--- src/rtl/uart_cmd_controller_if.sv ---
// Byte-stream and command handshake bundle for uart_cmd_controller.
// master: UART receiver side driving bytes and command consumer side.
// slave:  the frame parser itself.
interface uart_cmd_controller_if #(
    parameter int unsigned DATA_BITS   = 8,
    parameter int unsigned MAX_PAYLOAD = 4
);
    logic [DATA_BITS-1:0]     rx_data;
    logic                     rx_valid;
    logic                     rx_ready;
    logic [7:0]               cmd_opcode;
    logic [2:0]               cmd_len;
    logic [8*MAX_PAYLOAD-1:0] cmd_payload;
    logic                     cmd_valid;
    logic                     cmd_ready;

    modport master (
        output rx_data, rx_valid, cmd_ready,
        input  rx_ready, cmd_opcode, cmd_len, cmd_payload, cmd_valid
    );

    modport slave (
        input  rx_data, rx_valid, cmd_ready,
        output rx_ready, cmd_opcode, cmd_len, cmd_payload, cmd_valid
    );
endinterface

--- src/rtl/uart_cmd_controller.sv ---
// UART GUI frame parser: SYNC, OPCODE, LEN, PAYLOAD[LEN], optional XOR checksum.
// Each complete frame is issued as one command; malformed or stalled frames
// are dropped with a one-cycle frame_err pulse and a saturating err_count.
// Optional feature macro: CMD_CHECKSUM_EN (adds trailing checksum byte and CHECK state).
module uart_cmd_controller #(
    parameter int unsigned DATA_BITS    = 8,
    parameter int unsigned MAX_PAYLOAD  = 4,
    parameter logic [7:0]  SYNC_BYTE    = 8'hA5,
    parameter int unsigned TIMEOUT_CLKS = 50_000
) (
    input  logic                   clk_50,
    input  logic                   reset,
    uart_cmd_controller_if.slave   bus,
    output logic                   frame_err,
    output logic [7:0]             err_count
);

    localparam int unsigned TMO_W    = (TIMEOUT_CLKS > 1) ? $clog2(TIMEOUT_CLKS) : 1;
    localparam logic [TMO_W-1:0] TMO_LAST = TMO_W'(TIMEOUT_CLKS - 1);
    localparam logic [7:0]  MAX_LEN  = 8'(MAX_PAYLOAD);

    typedef enum logic [2:0] {
        HUNT,
        OPCODE,
        LEN,
        PAYLOAD,
`ifdef CMD_CHECKSUM_EN
        CHECK,
`endif
        ISSUE
    } state_t;

    state_t           state;
    logic [TMO_W-1:0] tmo_cnt;
    logic [2:0]       pay_idx;
    logic [DATA_BITS-1:0] rx_word;
    logic [7:0]       rx_byte;
    logic             accept;
    logic             err_c;
`ifdef CMD_CHECKSUM_EN
    logic [7:0]       chk;
`endif

    assign rx_word = bus.rx_data;
    assign rx_byte = rx_word[7:0];
    assign accept  = bus.rx_valid && bus.rx_ready;

    // Frame drop conditions: oversize length, bad checksum, inter-byte timeout.
    always_comb begin
        err_c = 1'b0;
        if (state != HUNT && state != ISSUE) begin
            if (accept) begin
                if (state == LEN && rx_byte > MAX_LEN) err_c = 1'b1;
`ifdef CMD_CHECKSUM_EN
                if (state == CHECK && rx_byte != chk) err_c = 1'b1;
`endif
            end else if (tmo_cnt == TMO_LAST) begin
                err_c = 1'b1;
            end
        end
    end

    // Frame FSM, timeout counter, command registers and error accounting.
    always_ff @(posedge clk_50 or negedge reset) begin
        if (!reset) begin
            state           <= HUNT;
            bus.rx_ready    <= 1'b1;
            bus.cmd_valid   <= 1'b0;
            bus.cmd_opcode  <= 8'd0;
            bus.cmd_len     <= 3'd0;
            bus.cmd_payload <= '0;
            frame_err       <= 1'b0;
            err_count       <= 8'd0;
            tmo_cnt         <= '0;
            pay_idx         <= 3'd0;
`ifdef CMD_CHECKSUM_EN
            chk             <= 8'd0;
`endif
        end else begin
            frame_err <= err_c;
            if (err_c && err_count != 8'hFF) err_count <= err_count + 8'd1;

            case (state)
                HUNT: begin
                    if (accept && rx_byte == SYNC_BYTE) begin
                        state   <= OPCODE;
                        tmo_cnt <= '0;
                    end
                end
                ISSUE: begin
                    if (bus.cmd_ready) begin
                        bus.cmd_valid <= 1'b0;
                        bus.rx_ready  <= 1'b1;
                        state         <= HUNT;
                    end
                end
                default: begin
                    if (accept) begin
                        tmo_cnt <= '0;
                        case (state)
                            OPCODE: begin
                                bus.cmd_opcode <= rx_byte;
`ifdef CMD_CHECKSUM_EN
                                chk <= rx_byte;
`endif
                                state <= LEN;
                            end
                            LEN: begin
                                if (rx_byte > MAX_LEN) begin
                                    state <= HUNT;
                                end else begin
                                    bus.cmd_len     <= 3'(rx_byte);
                                    bus.cmd_payload <= '0;
                                    pay_idx         <= 3'd0;
`ifdef CMD_CHECKSUM_EN
                                    chk <= chk ^ rx_byte;
                                    state <= (rx_byte == 8'd0) ? CHECK : PAYLOAD;
`else
                                    if (rx_byte == 8'd0) begin
                                        state         <= ISSUE;
                                        bus.cmd_valid <= 1'b1;
                                        bus.rx_ready  <= 1'b0;
                                    end else begin
                                        state <= PAYLOAD;
                                    end
`endif
                                end
                            end
                            PAYLOAD: begin
                                for (int unsigned i = 0; i < MAX_PAYLOAD; i++) begin
                                    if (pay_idx == 3'(i)) bus.cmd_payload[8*i +: 8] <= rx_byte;
                                end
                                pay_idx <= pay_idx + 3'd1;
`ifdef CMD_CHECKSUM_EN
                                chk <= chk ^ rx_byte;
                                if (pay_idx + 3'd1 == bus.cmd_len) state <= CHECK;
`else
                                if (pay_idx + 3'd1 == bus.cmd_len) begin
                                    state         <= ISSUE;
                                    bus.cmd_valid <= 1'b1;
                                    bus.rx_ready  <= 1'b0;
                                end
`endif
                            end
`ifdef CMD_CHECKSUM_EN
                            CHECK: begin
                                if (rx_byte == chk) begin
                                    state         <= ISSUE;
                                    bus.cmd_valid <= 1'b1;
                                    bus.rx_ready  <= 1'b0;
                                end else begin
                                    state <= HUNT;
                                end
                            end
`endif
                            default: state <= HUNT;
                        endcase
                    end else if (tmo_cnt == TMO_LAST) begin
                        state   <= HUNT;
                        tmo_cnt <= '0;
                    end else begin
                        tmo_cnt <= tmo_cnt + TMO_W'(1);
                    end
                end
            endcase
        end
    end

endmodule

--- src/flat_wrapper.sv ---
// flat-port wrapper written by rule: the top's interface ports become plain ports
module uart_cmd_controller_flat 
#(
    parameter int unsigned DATA_BITS    = 8,
    parameter int unsigned MAX_PAYLOAD  = 4,
    parameter logic [7:0]  SYNC_BYTE    = 8'hA5,
    parameter int unsigned TIMEOUT_CLKS = 50_000
)
  (clk_50, reset, frame_err, err_count, bus_rx_data, bus_rx_valid, bus_cmd_ready, bus_rx_ready, bus_cmd_opcode, bus_cmd_len, bus_cmd_payload, bus_cmd_valid);
  uart_cmd_controller_if #(.DATA_BITS(DATA_BITS), .MAX_PAYLOAD(MAX_PAYLOAD)) bus_i ();
  input  logic clk_50;
  input  logic reset;
  output logic frame_err;
  output logic [7:0] err_count;
  input wire logic [$bits(bus_i.rx_data)-1:0] bus_rx_data;
  input wire logic [$bits(bus_i.rx_valid)-1:0] bus_rx_valid;
  input wire logic [$bits(bus_i.cmd_ready)-1:0] bus_cmd_ready;
  output wire logic [$bits(bus_i.rx_ready)-1:0] bus_rx_ready;
  output wire logic [$bits(bus_i.cmd_opcode)-1:0] bus_cmd_opcode;
  output wire logic [$bits(bus_i.cmd_len)-1:0] bus_cmd_len;
  output wire logic [$bits(bus_i.cmd_payload)-1:0] bus_cmd_payload;
  output wire logic [$bits(bus_i.cmd_valid)-1:0] bus_cmd_valid;
  assign bus_i.rx_data = bus_rx_data;
  assign bus_i.rx_valid = bus_rx_valid;
  assign bus_i.cmd_ready = bus_cmd_ready;
  assign bus_rx_ready = bus_i.rx_ready;
  assign bus_cmd_opcode = bus_i.cmd_opcode;
  assign bus_cmd_len = bus_i.cmd_len;
  assign bus_cmd_payload = bus_i.cmd_payload;
  assign bus_cmd_valid = bus_i.cmd_valid;
  uart_cmd_controller #(.DATA_BITS(DATA_BITS), .MAX_PAYLOAD(MAX_PAYLOAD), .SYNC_BYTE(SYNC_BYTE), .TIMEOUT_CLKS(TIMEOUT_CLKS)) u_core (.clk_50(clk_50), .reset(reset), .bus(bus_i), .frame_err(frame_err), .err_count(err_count));
endmodule
--- config.mk ---
export PLATFORM = sky130hd
export DESIGN_NAME = uart_cmd_controller_flat
export DESIGN_NICKNAME = d
export VERILOG_FILES = /design/src/rtl/uart_cmd_controller_if.sv /design/src/rtl/uart_cmd_controller.sv /design/src/flat_wrapper.sv
export SDC_FILE = /design/constraint.sdc
export NUM_CORES = 1
export LEC_CHECK = 0
export CAP_MARGIN = 25
export CORE_MARGIN = 2
export CORE_UTILIZATION = 55
export CTS_CLUSTER_DIAMETER = 80
export CTS_CLUSTER_SIZE = 20
export DETAILED_ROUTE_END_ITERATION = 12
export GPL_ROUTABILITY_DRIVEN = 0
export PLACE_DENSITY = 0.84
export REMOVE_ABC_BUFFERS = 1
export SKIP_CTS_REPAIR_TIMING = 1
export SLEW_MARGIN = 5
export SYNTH_ARGS = -nofsm -noshare
export SYNTH_HDL_FRONTEND = slang
export SYNTH_SLANG_ARGS = --single-unit
--- constraint.sdc ---
create_clock -name clk_50 -period 5.6 [get_ports clk_50]
set_input_delay 1.4 -clock clk_50 [delete_from_list [all_inputs] [get_ports clk_50]]
set_output_delay 1.4 -clock clk_50 [all_outputs]
set_load 0.005 [all_outputs]
; ---- After elaboration in Yosys (flattened, before gate mapping)
; Cells that the tools add are included.
[word_totals]
latchBits = 0
ramBits = 0
output_inout_bits = 54
reg_bits = 76
romBits = 0
memories = 0
[classes]
div_mod_pow = 0
shifts = 0
muxes = 39
bitwise = 4
reduce_logical = 24
eq_ne = 23
add_sub_neg = 3
n_lt_le_gt_ge = 1
multipliers = 0
[op_table]
columns = operator, n
row1 = $pmux 32 s2, 1
row2 = $mux 16, 3
row3 = $mux 32, 1
row4 = $mux 8, 4
row5 = $pmux 16 s2, 1
row6 = $mux 3, 8
row7 = $reduce_and 5->1, 4
row8 = $add 16x1->16 const B, 1
row9 = $eq 16x16->1 const B, 1
row10 = $mux 1, 14
row11 = $eq 3x2->1 const B, 4
row12 = $pmux 3 s2, 2
row13 = $reduce_and 4->1, 3
row14 = $ne 2x1->1 const B, 5
row15 = $ne 3x3->1 const B, 3
row16 = $pmux 3 s3, 1
row17 = $add 8x1->8 const B, 1
row18 = $eq 8x8->1 const B, 1
row19 = $gt 8x3->1 const B, 1
row20 = $logic_not 8->1, 1
row21 = $ne 8x8->1 const B, 1
row22 = $pmux 1 s2, 4
row23 = $reduce_and 7->1, 1
row24 = $eq 3x1->1 const B, 2
row25 = 15 further kinds, 26

; ---- Logic depth before layout (Yosys ltp)
[logic_depth]
depth_word = 6
mapped_depth = 7

; ---- Worst setup path after synthesis
; Ideal clock, no wire load.
[synth_path]
path_kind = input -> register
start = input port bus_rx_data[6]
end = register u_core.bus.cmd_payload[0]
stages = 4
slack_ns = 2.682
n_path_buf = 0
setup_time_ns = 0.125
t_arrival_ns = 2.794
required_ns = 5.475
path_cell_list = nor3_1 > nand4_1 > a21oi_1 > mux2_2
[synth_between]
elab_chain_cells = 3
[synth_rtl]
columns = item, line_no
row1 = from (decl), flat_wrapper.sv:15  ; input wire logic [$bits(bus_i.rx_data)-1:0] bus_rx_data;
row2 = $gt 8x3->1, uart_cmd_controller.sv:109  ; if (rx_byte > MAX_LEN) begin
row3 = $ne 2x2->1 (no line), --
row4 = $reduce_and 5->1 (no line), --
row5 = "to (signal, indexed assignment)", uart_cmd_controller.sv:131  ; if (pay_idx == 3'(i)) bus.cmd_payload[8*i +: 8] <= rx_byte;
row6 = to (decl), uart_cmd_controller_if.sv:24  ; output rx_ready, cmd_opcode, cmd_len, cmd_payload, cmd_valid
; No other way between the ends.
; A chain may end at the register's enable or synchronous reset.

; ---- Final worst setup path
[layout_path]
start = input port bus_rx_data[4]
end = register u_core.bus.cmd_payload[18]
; Same word-level chain as after synthesis.

==> run metrics <==
status complete, no violations; TritonCTS buffer count 9; final setup violation count 0; worst rel slew slack 31.47%; worst r2r src u_core.tmo_cnt[13]; Data arrival, critical path 3.75 ns; I/O Pins 66; Cells after Synth 304; Die Wd 84.24 um; DR WL/cell 17.16 um; Mapped Area 3541 um2; clk sink count 76; initial core utilization 56.41%; Antenna Cells 0; Synth Area in XOR/XNOR 2.226%; Total GRT Usage 23.28%; # rows 29; Crit Path Max Fanout 8; min-delay src u_core.bus.cmd_payload[15]; syn_area_per_cell 11.65 um2; # DRC 0; worst skew pair latency 0.35 ns; top_reg_cell synth dfrtp_1; DR vias 2664; port bufs 65; post-synthesis sequential area ratio 53.75%; Layout Cells excl Fill 456; die area 7096 um2; Slew Limit Fails 0; vias per cell 5.842; commonest non-fill, non-tap cell in the layout dfrtp_1; grt ovf 0; largest family of logic cells by synthesized area multiplexers; Layout area overhead 27.49%; Tightest Pin Transition 1.019 ns; leak pwr 2.053 nW; most frequent cells in the layout dfrtp_1 (75), clkdlybuf4s50_1 (64), mux2_2 (41); Setup WS post-layout 2.085 ns; max incr delay on CP 0.77 ns; 1st-iter DRT viols 187; Setup WS pre-CTS 1.755 ns; fmax 284.5 MHz; setup_tns 0 ns; endpoints failing hold 0; post-synthesis mux area share 16.36%; Worst Setup Path Type input port to flop; Yosys reg bits 76; Max Cap Violations 0; Synth Area in Simple Gates 15.51%; Distinct cells, synth 44; Critical Path RT 5.83 ns; hold-critical path depth 1; pin count of the biggest net entering global routing 77; TritonCTS clock tree built; Critical Path End Type flop; die height 84.24 um; core footprint 6277 um2; clock slew at reported path FFs 0.08 ns; crit path launch type input port; Reg2Reg Setup Slack 2.99 ns; clock root cell clkbuf_8; initial antenna violation count 0; hold endpoint u_core.bus.cmd_payload[15]; final WL 7824 um; Adder-Cell Fraction of Synth Area 2.473%; Post-DP HPWL 5559 um; async set-or-reset flop fraction in the synthesized netlist 100.0%; min-delay worst type flop to flop; Pwr per Cell Area 392.7 nW/um2; min Tclk post-route 3.515 ns; Post-synth EDFFs 0; DRT Pass-1 Iters 4; CTS HTree Levels 3; Design Area, Final 4514 um2; CTS max path bufs 2; post-synthesis compound-gate area fraction 8.092%; Worst R2R Path Depth 5; placement-stage cell area 4263 um2; layout cells sized above 1 18.47%; vias in the first global route 2654; final core utilization 71.92%; final period utilization 62.77%; unrepaired setup endpoints after global routing no; Antenna Nets Post-Route 0; Synth Warn # 0; CP max-delay cell a21oi_1; DP Cell Count 439; Setup Skew 0.01119 ns; Worst R2R End u_core.state[0]; Peak supply drop 0.0003010 V; Final nets 393; CP cell instances clkdlybuf4s50_1, nor3_1, nand4_1, a21oi_1, mux2_2; first-pass GRT wire length 13000 um
## routing by layer
layer | GRT usage (%) | up-vias | wire length (um)
met5 | 0 | - | 0
met4 | 9.238 | 0 | 177
met3 | 5.900 | 16 | 318
met2 | 36.58 | 68 | 3879
met1 | 31.27 | 1331 | 3447
li1 | - | 1249 | -
## how the worst max path moves through the flow
stage / startpoint / to / slack, ns / cells past startpoint
floorplan: bus_rx_valid / u_core.state[0] / 2.52 / 5
global placement: bus_rx_data[6] / u_core.bus.cmd_payload[19] / 1.84 / 5
detailed placement: bus_rx_data[6] / u_core.bus.cmd_payload[11] / 1.75 / 5
CTS: bus_rx_data[6] / u_core.bus.cmd_payload[12] / 2.14 / 5
global route: bus_rx_data[6] / u_core.bus.cmd_payload[12] / 1.86 / 5
finish: bus_rx_data[4] / u_core.bus.cmd_payload[18] / 2.08 / 5
## cells by family after synthesis
group,count (synthesis)
flops,76
simple gates,101
fa+ha+maj,7
mux,52
buf+inv,15
xor+xnor,9
compound gates,44
## stage by stage
| step | hold WS (ns) | total power, mW |
|---|---|---|
| 6_report | 0.4902 | 1.773 |
| 3_5_place_dp | 0.4751 | 1.312 |
| 3_3_place_gp | 0.4726 | 1.297 |
| 4_1_cts | 0.4929 | 1.778 |
| 5_1_grt | 0.5130 | 1.880 |
| 2_1_floorplan | 0.4573 | 1.058 |
## sequential cells by signal (all words and copies together), names as in the netlist
| name | cells |
|---|---|
| u_core.bus.cmd_len | 3 |
| u_core.bus.cmd_opcode | 8 |
| u_core.bus.cmd_payload | 32 |
| u_core.bus.cmd_valid | 1 |
| u_core.bus.rx_ready | 1 |
| u_core.err_count | 8 |
| u_core.frame_err | 1 |
| u_core.pay_idx | 3 |
| u_core.state | 3 |
| u_core.tmo_cnt | 16 |
## final cells by class
cell class              instances  area, um2
flip-flops and latches         76       1903
fillers                       434       1763
multi-input cells             213       1582
repair buffers                 67      683.2
clock buffers                   9      123.9
clock inverters                 7      100.1
well taps                      77      96.34
inverters                       7      26.28
## cell usage after synthesis, types with 4 or more instances
library cell / count / share of area, %
and3_1: 12 / 2.1
nand3_1: 17 / 2.4
a21o_1: 4 / 0.85
clkbuf_1: 8 / 0.85
mux2_2: 41 / 13
ha_1: 7 / 2.5
mux2_1: 6 / 1.9
dfrtp_1: 75 / 53
nor2_1: 15 / 1.6
mux2i_1: 5 / 1.4
a21oi_1: 11 / 1.6
nand4_1: 6 / 1.1
inv_1: 5 / 0.53
xor2_1: 8 / 2.0
nand2_1: 25 / 2.7
o21ai_0: 9 / 1.3
a22o_1: 5 / 1.2
nor3_1: 10 / 1.4
## where the power goes
group          internal, mW  switching, mW
Sequential            0.643          0.106
Clock                 0.254          0.206
Combinational         0.287          0.277
## worst max-delay path: cells and delay by family
kind,cells,cell delay [ns]
AND/OR/NAND/NOR,2,0.72
buffers and inverters,1,0.44
multiplexers,1,0.41
AO/OA/AOI/OAI,1,0.77
(Power assumes the default switching activity.)
